$ cat src/rtl/load_store_unit.sv
// Single-request load/store unit between the execute stage and a simple req/ack memory bus.
// Handles byte-lane steering, sign/zero extension, alignment faults and bus timeouts.
module load_store_unit #(
    parameter int unsigned TIMEOUT_CYCLES = 255
) (
    input  logic        clk,
    input  logic        rst,
    input  logic        start,
    input  logic [5:0]  alucode,
    input  logic [31:0] addr,
    input  logic [31:0] wdata,
    output logic        busy,
    output logic        done,
    output logic [31:0] rdata,
    output logic        misalign,
    output logic        timeout,
    output logic        mem_req,
    output logic        mem_we,
    output logic [31:0] mem_addr,
    output logic [3:0]  mem_be,
    output logic [31:0] mem_wdata,
    input  logic        mem_ack,
    input  logic [31:0] mem_rdata
);

    // Memory-op codes shared with the decoder.
    localparam logic [5:0] ALU_LB  = 6'h10;
    localparam logic [5:0] ALU_LH  = 6'h11;
    localparam logic [5:0] ALU_LW  = 6'h12;
    localparam logic [5:0] ALU_LBU = 6'h13;
    localparam logic [5:0] ALU_LHU = 6'h14;
    localparam logic [5:0] ALU_SB  = 6'h18;
    localparam logic [5:0] ALU_SH  = 6'h19;
    localparam logic [5:0] ALU_SW  = 6'h1A;

    localparam logic [7:0] CNT_LAST = 8'(TIMEOUT_CYCLES - 1);

    typedef enum logic [1:0] {IDLE, WAIT, RESP, ERR} state_t;

    state_t      state_reg, state_next;
    logic [5:0]  op_reg;
    logic [31:0] addr_reg;
    logic [31:0] wdata_reg;
    logic [7:0]  cnt_reg;
    logic        err_timeout_reg;
    logic [31:0] rdata_reg;

    logic        op_valid;
    logic        op_fault;
    logic        accept;
    logic        expire;
    logic        is_store;
    logic [3:0]  be_val;
    logic [31:0] wdata_val;
    logic [31:0] lane;
    logic [31:0] load_ext;

    // Decode of the incoming request, evaluated only at latch time.
    always_comb begin
        op_valid = 1'b0;
        op_fault = 1'b0;
        case (alucode)
            ALU_LB, ALU_LBU, ALU_SB: op_valid = 1'b1;
            ALU_LH, ALU_LHU, ALU_SH: begin
                op_valid = 1'b1;
                op_fault = addr[0];
            end
            ALU_LW, ALU_SW: begin
                op_valid = 1'b1;
                op_fault = (addr[1:0] != 2'b00);
            end
            default: ;
        endcase
    end

    assign accept = (state_reg == IDLE) && start && op_valid;
    assign expire = (state_reg == WAIT) && !mem_ack && (cnt_reg == CNT_LAST);

    always_comb begin
        is_store  = 1'b0;
        be_val    = 4'b0000;
        wdata_val = 32'h0;
        case (op_reg)
            ALU_LB, ALU_LBU: be_val = 4'b0001 << addr_reg[1:0];
            ALU_LH, ALU_LHU: be_val = addr_reg[1] ? 4'b1100 : 4'b0011;
            ALU_LW:          be_val = 4'b1111;
            ALU_SB: begin
                is_store  = 1'b1;
                be_val    = 4'b0001 << addr_reg[1:0];
                wdata_val = {4{wdata_reg[7:0]}};
            end
            ALU_SH: begin
                is_store  = 1'b1;
                be_val    = addr_reg[1] ? 4'b1100 : 4'b0011;
                wdata_val = {2{wdata_reg[15:0]}};
            end
            ALU_SW: begin
                is_store  = 1'b1;
                be_val    = 4'b1111;
                wdata_val = wdata_reg;
            end
            default: ;
        endcase
    end

    // Requests are aligned, so shifting by the byte offset puts the addressed lane at bit 0.
    assign lane = mem_rdata >> {addr_reg[1:0], 3'b000};

    always_comb begin
        load_ext = 32'h0;
        case (op_reg)
            ALU_LB:  load_ext = {{24{lane[7]}}, lane[7:0]};
            ALU_LBU: load_ext = {24'h0, lane[7:0]};
            ALU_LH:  load_ext = {{16{lane[15]}}, lane[15:0]};
            ALU_LHU: load_ext = {16'h0, lane[15:0]};
            ALU_LW:  load_ext = mem_rdata;
            default: load_ext = 32'h0;
        endcase
    end

    always_ff @(posedge clk or posedge rst) begin
        if (rst) state_reg <= IDLE;
        else     state_reg <= state_next;
    end

    always_comb begin
        state_next = state_reg;
        case (state_reg)
            IDLE: if (accept) state_next = op_fault ? ERR : WAIT;
            WAIT: begin
                if (mem_ack)     state_next = RESP;
                else if (expire) state_next = ERR;
            end
            RESP:    state_next = IDLE;
            ERR:     state_next = IDLE;
            default: state_next = IDLE;
        endcase
    end

    always_ff @(posedge clk or posedge rst) begin
        if (rst) begin
            op_reg          <= 6'h0;
            addr_reg        <= 32'h0;
            wdata_reg       <= 32'h0;
            cnt_reg         <= 8'h0;
            err_timeout_reg <= 1'b0;
            rdata_reg       <= 32'h0;
        end else if (accept) begin
            op_reg          <= alucode;
            addr_reg        <= addr;
            wdata_reg       <= wdata;
            cnt_reg         <= 8'h0;
            err_timeout_reg <= 1'b0;
            if (op_fault) rdata_reg <= 32'h0;
        end else if (state_reg == WAIT) begin
            if (mem_ack) begin
                rdata_reg <= load_ext;
            end else if (expire) begin
                err_timeout_reg <= 1'b1;
                rdata_reg       <= 32'h0;
            end else begin
                cnt_reg <= cnt_reg + 8'd1;
            end
        end
    end

    // Bus outputs are gated by WAIT so they read zero whenever no request is in flight.
    assign busy      = (state_reg != IDLE);
    assign done      = (state_reg == RESP) || (state_reg == ERR);
    assign misalign  = (state_reg == ERR) && !err_timeout_reg;
    assign timeout   = (state_reg == ERR) && err_timeout_reg;
    assign rdata     = rdata_reg;
    assign mem_req   = (state_reg == WAIT);
    assign mem_we    = mem_req && is_store;
    assign mem_addr  = mem_req ? {addr_reg[31:2], 2'b00} : 32'h0;
    assign mem_be    = mem_req ? be_val : 4'b0000;
    assign mem_wdata = mem_req ? wdata_val : 32'h0;

endmodule

$ cat config.mk
export PLATFORM = sky130hd
export DESIGN_NAME = load_store_unit
export DESIGN_NICKNAME = d
export VERILOG_FILES = /design/src/rtl/load_store_unit.sv
export SDC_FILE = /design/constraint.sdc
export NUM_CORES = 1
export LEC_CHECK = 0
export CORE_MARGIN = 2
export CORE_UTILIZATION = 30
export CTS_CLUSTER_SIZE = 24
export DETAILED_ROUTE_END_ITERATION = 16
export SYNTH_ARGS = -nofsm -noshare
export SYNTH_HDL_FRONTEND = slang
export SYNTH_SLANG_ARGS = --single-unit
$ cat constraint.sdc
create_clock -name clk -period 3.7 [get_ports clk]
set_clock_uncertainty 0.1 [all_clocks]
set_input_delay 0.555 -clock clk [delete_from_list [all_inputs] [get_ports clk]]
set_output_delay 0.555 -clock clk [all_outputs]
set_load 0.02 [all_outputs]
==> results.yml, run 1 <==
worst_setup_path:
  path_class: "reg2out"
  crit_fanout: 16
  critPathRequiredTime_ps: 3040
  crit_arrival_ps: 2720
  critPathCaptureType: "output pin"
  cp_slowest_cell: "clkdlybuf4s50_1"
  cpPeakStageDelay_ps: 660
  cp_cell_sequence: "nor2b_1 -> nand3_1 -> nor2_1 -> buf_4 -> nand2_1 -> a21oi_1 -> clkdlybuf4s50_1"
  start_kind: "flop"
sta:
  worst_hold_slack_ps: 364.7
  finalCriticalPeriod_ps: 3377
  worstMarginPinSlew_ps: 1031
  period_share_pct: 91.26
  max_clock_freq_mhz: 296.2
  final-max-slew-violation-count: 0
  rsz0062_at_grt: "false"
  setup_slack_ps: 323.5
  hold_viol: 0
  maxSlewHeadroom_pct: 30.53
  setup_tns_ps: 0
  setup_viol: 0
floorplanning:
  pin_count: 212
  rows: 51
  start_util_pct: 30.59
  die_x_um: 145.1
  die_height_um: 145.1
  dieArea_um2: 21060
  core_area_um2: 19530
power:
  p_leak_nw: 3.886
  power_density_nw_per_um2: 522.5
  peakVddDrop_mv: 0.3534
cells_and_area:
  area_delta_synth_final_pct: 50.82
  antenna_cells: 0
  final_nets: 1011
  final_cells: 1181
  drive_above_1_share_pct: 9.716
clocking:
  ctsHoldBuffers: 0
  cts_setup_buffers: 0
  clk_latency_ps: 410
  clock-sinks: 113
  cts_resized: 0
  htreeDepth: 4
  root_buffer: "clkbuf_16"
  cts_tree: "built"
  clockBufferDepth: 2
  cts_inserted_buffers: 17
  clk_pin_slew_worst_paths_ps: 50
synth:
  async_reset_ff_share_pct: 100.0
  synth.most_common_cell: "nand2_1"
  ys_warn_count: 0
  synth-main-ff-cell: "dfrtp_1"
  postSynthAreaPerCell_um2: 8.473
  synth_cell_types: 56
  ys_ff_latch: 113
  synth_top_area_share_pct: 47.34
  synth-edff-count: 0
  synth_area_um2: 5973
  synth.largest_area_cell: "dfrtp_1"
  ys_seq_area_share_pct: 47.34
  synthTopCellsByArea: "dfrtp_1, nand2_1, a21oi_1, and2_1, mux4_2"
  synth_common_cells: "nand2_1, dfrtp_1, a21oi_1"
  postSynthCellCount: 705
drt:
  drtPass1Iterations: 4
  drtAntennaViolNets: 0
  wire_per_inst_um: 16.01
  routed-via-count: 5550
  route.detailed.drc: 0
  routed_wl_um: 18910
  drt_iter0_drc: 254
  via_per_inst: 4.699
global_routing:
  grtUsageTotal_pct: 18.26
  grt_pass1_wl_um: 30660
  grt_max_degree: 65
  grt_pass1_vias: 5647
  antenna_found_initial: 0
  grt.overflow.total: 0
placement:
  dp_hpwl_um: 13300
  place.gp.congestion: 0.8104
  portBuffers: 209
  placedCellCount: 1149
  place_ws_ps: 757.9
worst_hold_path:
  hp-class: "reg2reg"
run_status:
  status: "complete, no violations"
flow_run:
  cap_viol_max_count: 0
## worst max-delay path, delay by kind of cell (launching register included)
kind            cells  cell delay, ps
buf+inv             2             890
simple gates        4             730
flops               1             460
compound gates      1             240
## where the power goes
part           switching (mW)  total (mW)  internal [mW]
Clock                   0.613        1.80           1.18
Sequential              0.218        1.71           1.49
Combinational           0.627        1.20          0.575
## path summary, 6_finish.rpt
check                              from       endpoint  slack [ps]  cells after the start
setup / recovery              op_reg[2]  mem_wdata[24]         320                      7
hold / removal             addr_reg[24]   addr_reg[24]         360                      2
setup reg to reg              op_reg[1]      rdata[17]        1170                      5
hold reg to reg            addr_reg[24]   addr_reg[24]         360                      2
max in group asynchronous           rst      rdata[22]        2180                      3
min in group asynchronous           rst   addr_reg[18]         490                      2
## cell usage in the layout, fill, tap and decap left out, types with 5 or more instances in the layout
| master | instances |
|---|---|
| o21ai_1 | 15 |
| clkbuf_16 | 17 |
| xor2_1 | 5 |
| mux4_2 | 7 |
| clkdlybuf4s50_1 | 209 |
| and2_1 | 40 |
| o31ai_1 | 8 |
| o21ai_2 | 10 |
| nor3_1 | 5 |
| or2_2 | 9 |
| nand2b_1 | 5 |
| dfrtp_1 | 113 |
| a22o_1 | 8 |
| a21oi_1 | 55 |
| a22oi_1 | 8 |
| inv_1 | 6 |
| o21ai_0 | 8 |
| buf_4 | 15 |
| nor2b_1 | 10 |
| nor2_1 | 16 |
| a211oi_1 | 9 |
| nand2_1 | 260 |
| mux2i_1 | 10 |
## kinds of logic (layout without fill, tap and decap cells)
family          count (synthesis)  in the layout  synth area share, %
simple gates                  369            369                27.52
compound gates                137            137                14.85
flops                         113            113                47.34
buf+inv                        57            267                4.085
mux                            19             19                4.692
xor+xnor                        7              7                1.026
fa+ha+maj                       2              2               0.4189
other cells                     1              2              0.06278
## per-layer routing
metal  track usage [%]  part of all wire [%]  up-vias
met1             23.53                    45     2617
met5                 0                     0        -
met3             6.101                   7.1       16
met4             5.931                   1.1        0
li1                  -                     -     2736
met2             28.95                    46      181
## per-stage QoR
step	utilization (%)	power, mW	cell area (µm²)
finish	46.14	4.707	9009
global route	46.14	4.981	9009
CTS	46.14	4.772	9009
detailed placement	42.82	2.946	8361
global placement	42.82	2.926	8361
floorplan	-	2.451	5977
## final cells by class
class	instances	area [µm²]
fillers	1934	10520
well taps	265	331.6
clock buffers	20	466.7
repair buffers	226	2245
flip-flops and latches	113	2828
multi-input cells	536	2920
clock inverters	12	181.4
inverters	9	36.28
Note: power is estimated with default switching activity, not from simulation.
==> run 2: changes to the inputs <==
SETUP_SLACK_MARGIN = 0.02   (was not set)
==> results of run 2 <==
The final DEF is identical to that of run 1; final timing and power are the same.
==> run 3: changes to the inputs <==
REMOVE_ABC_BUFFERS = 1   (was not set)
==> results.yml, run 3 (same netlist as run 1, synthesis figures left out) <==
run_status:
  status: "complete, no violations"
floorplanning:
  die_x_um: 145.1
  rows: 51
  dieArea_um2: 21060
  die_height_um: 145.1
  pin_count: 212
  start_util_pct: 30.59
  core_area_um2: 19530
sta:
  rsz0062_at_grt: "false"
  setup_tns_ps: 0
  setup_viol: 0
  period_share_pct: 93.42
  max_clock_freq_mhz: 289.3
  hold_viol: 0
  final-max-slew-violation-count: 0
  worstMarginPinSlew_ps: 1125
  maxSlewHeadroom_pct: 24.99
  finalCriticalPeriod_ps: 3457
worst_setup_path:
  path_class: "reg2out"
  cpLargestDelayFamily: "buffers and inverters"
  cp_num_buf_inv: 2
  cp_slowest_cell: "clkdlybuf4s50_1"
  crit_fanout: 17
  cp_cell_sequence: "nor2b_1 -> nand3_1 -> a21o_2 -> inv_2 -> and2_1 -> clkdlybuf4s50_1"
  critPathRequiredTime_ps: 3040
  cpPeakStageDelay_ps: 610
  start_kind: "flop"
  critPathCaptureType: "output pin"
  crit_arrival_ps: 2800
drt:
  drt_iter0_drc: 210
  routed-via-count: 5540
  drtPass1Iterations: 5
  routed_wl_um: 19040
  via_per_inst: 4.687
  drtAntennaViolNets: 0
  route.detailed.drc: 0
  wire_per_inst_um: 16.11
cells_and_area:
  final_cells: 1182
  mostFrequentLayoutCells: "nand2_1, clkdlybuf4s50_1, dfrtp_1"
  final_nets: 1013
  drive_above_1_share_pct: 9.815
  area_delta_synth_final_pct: 50.46
  fill_cells: 1937
  antenna_cells: 0
  final_common_cell: "nand2_1"
clocking:
  htreeDepth: 4
  cts_setup_buffers: 0
  clock-sinks: 113
  cts_inserted_buffers: 17
  cts_tree: "built"
  cts_resized: 0
  clk_latency_ps: 410
  root_buffer: "clkbuf_16"
  ctsHoldBuffers: 0
  clk_pin_slew_worst_paths_ps: 60
  clockBufferDepth: 2
global_routing:
  antenna_found_initial: 0
  grt_pass1_vias: 5551
  grt_max_degree: 78
  grtUsageTotal_pct: 18.35
  grt_pass1_wl_um: 30780
  grt.overflow.total: 0
placement:
  portBuffers: 209
  dp_hpwl_um: 13060
  place.gp.congestion: 0.8252
  placedCellCount: 1151
power:
  power_density_nw_per_um2: 516.0
  peakVddDrop_mv: 0.3086
  p_leak_nw: 3.875
worst_hold_path:
  hp-class: "reg2reg"
flow_run:
  cap_viol_max_count: 0
## run 3: where the power goes
part / switching (mW) / total [mW] / internal [mW]
Clock: 0.614 / 1.71 / 1.09
Sequential: 0.215 / 1.71 / 1.49
Combinational: 0.638 / 1.22 / 0.585
Total: 1.47 / 4.64 / 3.17
## run 3: area by class of cell
| type | count | area (µm²) | share of cell area, % |
|---|---|---|---|
| multi-input cells | 536 | 2920 | 32.49 |
| flip-flops and latches | 113 | 2828 | 31.46 |
| repair buffers | 228 | 2260 | 25.14 |
| clock buffers | 19 | 452.9 | 5.040 |
| well taps | 265 | 331.6 | 3.689 |
| clock inverters | 12 | 158.9 | 1.768 |
| inverters | 9 | 36.28 | 0.4037 |
## run 3: metal layers
metal | GRT usage (%) | share of wire [%] | vias to the layer above
met2 | 27.36 | 43 | 203
met1 | 24.78 | 47 | 2568
li1 | - | - | 2755
met4 | 5.637 | 1.1 | 0
met5 | 0 | 0 | -
met3 | 6.887 | 8.7 | 14
## run 3: path summary, 6_finish.rpt
path                                 end  slack, ps        start  depth (start not counted)
max reg2reg                    rdata[17]       1120    op_reg[1]                          5
max in group asynchronous      rdata[27]       2260          rst                          3
min                          addr_reg[2]        370  addr_reg[2]                          2
min in group asynchronous  wdata_reg[16]        430          rst                          2
min reg2reg                  addr_reg[2]        370  addr_reg[2]                          2
max                         mem_wdata[3]        240    op_reg[2]                          6
## run 3: worst register-to-register path, cell delays in order (launching register included)
cell and delay (ps):
dfrtp_1 490, or4b_4 570, a311o_1 380, a211oi_4 680, a21oi_1 130, o21ai_2 150
## run 3: metrics by stage
| step | utilization [%] | power, mW | setup slack, ps | cell area (µm²) | hold slack (ps) |
|---|---|---|---|---|---|
| final | 46.03 | 4.637 | 243.4 | 8987 | 365.9 |
| after global routing | 46.03 | 4.912 | 69.52 | 8987 | 375.4 |
| after CTS | 46.03 | 4.689 | 208.5 | 8987 | 369.1 |
| after detailed placement | 42.89 | 2.964 | 585.4 | 8376 | 354.5 |
| after global placement | 42.89 | 2.944 | 649.0 | 8376 | 348.8 |
| after floorplan | - | 2.410 | -22.47 | 5767 | 337.4 |
==> patch 1: new RTL, flow settings as in run 3 <==
Make the reset (`rst`) synchronous in 2 clocked blocks.
--- a/src/rtl/load_store_unit.sv
+++ b/src/rtl/load_store_unit.sv
@@ -118,7 +118,7 @@
         endcase
     end
 
-    always_ff @(posedge clk or posedge rst) begin
+    always_ff @(posedge clk) begin
         if (rst) state_reg <= IDLE;
         else     state_reg <= state_next;
     end
@@ -137,7 +137,7 @@
         endcase
     end
 
-    always_ff @(posedge clk or posedge rst) begin
+    always_ff @(posedge clk) begin
         if (rst) begin
             op_reg          <= 6'h0;
             addr_reg        <= 32'h0;
Check against the original RTL: differs if rst is asserted again (counterexample within 4 cycles, from zero or initial values and one cycle with rst high); with rst held inactive, the same outputs for 4 cycles.
==> patch 1 against run 3 <==
  * Cell area fell by 4.9%
  * Fmax fell by 0.42%
  * Setup slack got worse by 15 ps
  * Utilization fell by 0.49 points
  * Area after synthesis fell by 3.7%
  * Routed wire length rose by 3.9%
  * Critical path depth did not move
  * Sequential cell count did not move
  * Register-to-register slack got worse by 60 ps
  * Non-clock buffer count fell by 5
  * Highest routed layer unchanged
Power is not compared: it rests on default switching activity, and its combinational part moved more than twofold at a synthesized area within 25%.
==> patch 1: results <==
[run_status]
outcome = "completed"

[cells_and_area]
bufAreaShareNonClock = 0.258
non_clock_buffer_count = 223
area_delta_synth_final_pct = 48.6
clk_share = 0.0637
finalInstanceArea_um2 = 8550
multiInputGateArea_um2 = 3100
final_nets = 1028
nFlopsAndLatches = 113
multi_input_gates = 527

[drt]
num_vias = 5923
viasPerCell = 5.08

[worst_setup_path]
worst-path-max-fanout = 10
arrival_ps = 2820

[place]
dpl.cell_count = 1135
hpwl_mm = 13.7
postPlaceCellArea_um2 = 8000

[synthesis]
synth_async_sr_flop_share = 0
synth_area_leaders = "dfxtp_1 (39%), nand2_1 (9.9%), a21oi_1 (8.1%)"
synth-main-ff-cell = "dfxtp_1"
yosysSeqAreaShare = 0.393
synth_fa_ha_area_frac = 0.00435
synth_common_cells = "nand2_1 (151), dfxtp_1 (113), a21oi_1 (93)"
synth_xor_area_frac = 0.0107
synth_compound_area_frac = 0.254

[sta]
tightest_slew_ps = 897

[grt]
track_usage = 0.193
patch 1: changes by cell type after synthesis, moves of 11 or more:
| cell | delta |
|---|---|
| nor2b_1 | +11 |
| a22oi_1 | +16 |
| dfrtp_1 | -113 |
| nor2_1 | +23 |
| dfxtp_1 | +113 |
| o32ai_1 | +32 |
| nand2_1 | -109 |
| o21ai_1 | -15 |
| a21oi_1 | +38 |
| inv_1 | +30 |
patch 1: layer usage:
layer / GRT usage / part of all wire / up-vias
met1: 0.241 / 0.44 / 2765
li1: - / - / 2939
met5: 0 / 0 / -
met2: 0.312 / 0.47 / 202
met3: 0.0713 / 0.083 / 17
met4: 0.0547 / 0.012 / 0
patch 1: worst paths after layout:
path	to	startpoint	cells after the start	slack, ps
hold / removal	addr_reg[20]	addr_reg[20]	2	350
setup reg to reg	rdata[15]	op_reg[1]	5	1060
hold reg to reg	addr_reg[20]	addr_reg[20]	2	350
setup / recovery	mem_be[2]	op_reg[0]	6	230
==> patch 2: new RTL, config.mk and constraints of run 3 <==
Without the edit above. `TIMEOUT_CYCLES`: 255 -> 127.
--- a/src/rtl/load_store_unit.sv
+++ b/src/rtl/load_store_unit.sv
@@ -1,7 +1,7 @@
 // Single-request load/store unit between the execute stage and a simple req/ack memory bus.
 // Handles byte-lane steering, sign/zero extension, alignment faults and bus timeouts.
 module load_store_unit #(
-    parameter int unsigned TIMEOUT_CYCLES = 255
+    parameter int unsigned TIMEOUT_CYCLES = 127
 ) (
     input  logic        clk,
     input  logic        rst,
Check against the original RTL: no difference found for any inputs over 4 cycles, from zero or initial values and one cycle with rst high; that may be too few to reach the edited logic, so the function may still have changed.
==> patch 2 against run 3 <==
  * Via count rose by 1.4%
  * Clock power decreased by 2%
  * First-iteration DRC count down 2.9%
  * Area after synthesis hardly changed
  * Setup slack gained 19 ps
  * Cell area is 0.21% lower
  * Sequential cell count is the same
  * Power shrank 0.90%
  * Synthesized cell count up 0.14%
  * Critical path depth unchanged
  * Routed wire length fell by 0.56%
  * Die area barely moved
  * Highest routed layer unchanged
==> patch 2: results <==
[run_status]
outcome = "completed"

[grt]
grt_pass1_vias = 5597
grt_use_met2 = 0.282
met1_usage = 0.239
globalRouteMet3Util = 0.0667
grt_pass1_wl_mm = 30.7
track_usage = 0.182
grt_max_degree = 68

[power]
leakagePower_uw = 0.00388
max-vdd-ir-drop_v = 0.000348
comb-power_uw = 1230
power_uw = 4600
power_switching_uw = 1440

[cells_and_area]
num-fill-cells = 1910
drive_gt1_frac = 0.0960
register_area_um2 = 2830
final_nets = 1013

[place]
pre_cts_ws_ps = 563
place.gp.congestion = 0.803
dpl.cell_count = 1151
hpwl_mm = 13.0
postPlaceCellArea_um2 = 8370

[worst_setup_path]
arrival_ps = 2780
crit_slowest_cell = "clkdlybuf4s50_1"
path_delay_family = "buffers and inverters"
critical_path.reg2reg.endpoint = "rdata[15]"
critPathCapture = "mem_wdata[6]"
worst-path-max-fanout = 17
r2r_cells = 5
r2r_slack_ps = 1110
rr_startpoint = "state_reg[0]"

[hold_path]
hold_class = "flop to flop"

[drt]
drt-pass1-iter-count = 4
wl_met1_mm = 8.61
initialDrtViolationCount = 204
wl_met2_mm = 8.50
drt_wl_total_mm = 18.9
wl_met3_mm = 1.62
viasPerCell = 4.75
routedWlPerCell_um = 16.0

[clocking]
clk_latency_ps = 410
cts_buffer_depth = 2
cts_resized = 0
post_cts_buffers = 0
cts_root_buffer = "clkbuf_16"
clk_pin_slew_ps = 60
cts-buffers-inserted = 17

[synthesis]
synth_async_sr_flop_share = 1.00
yosysSeqAreaShare = 0.473
synth_compound_area_frac = 0.145
synthesis.instances = 706
synth_xor_area_frac = 0.0117
synth_fa_ha_area_frac = 0.00419
muxShareOfSynthArea = 0.0469
synth_common_cells = "nand2_1 (262), dfrtp_1 (113), a21oi_1 (55)"
synth_area_leaders = "dfrtp_1 (47%), nand2_1 (16%), a21oi_1 (4.6%)"

[sta]
fin_crit_sh = 0.929
slew_headroom = 0.227
[patch 2: cell types whose count changed after synthesis, sizes merged, moves of 2 or more]
cell / before / now
and2: 41 / 39
nand3: 4 / 2
nand4: 2 / 4
nand2: 260 / 262
[patch 2: final cells by class]
cell class,instances,share of cell area
Inverter,9,0.00405
Multi-Input combinational cell,536,0.325
Timing Repair Buffer,228,0.252
Sequential cell,113,0.315
Clock inverter,11,0.0153
Tap cell,265,0.0370
Clock buffer,20,0.0509
[patch 2: worst min-delay path by stage]
stage	depth (start not counted)	endpoint	slack [ps]	startpoint
CTS	2	addr_reg[13]	370	addr_reg[13]
detailed placement	2	addr_reg[31]	350	addr_reg[31]
global placement	2	addr_reg[18]	350	addr_reg[18]
global route	2	addr_reg[28]	390	addr_reg[28]
finish	2	addr_reg[13]	360	addr_reg[13]
floorplan	2	addr_reg[10]	340	addr_reg[10]
[patch 2: tightest hold or removal path, stage by stage (launching register included)]
cell and delay (ps):
dfrtp_1 330, nand2_1 50, nand2_1 50
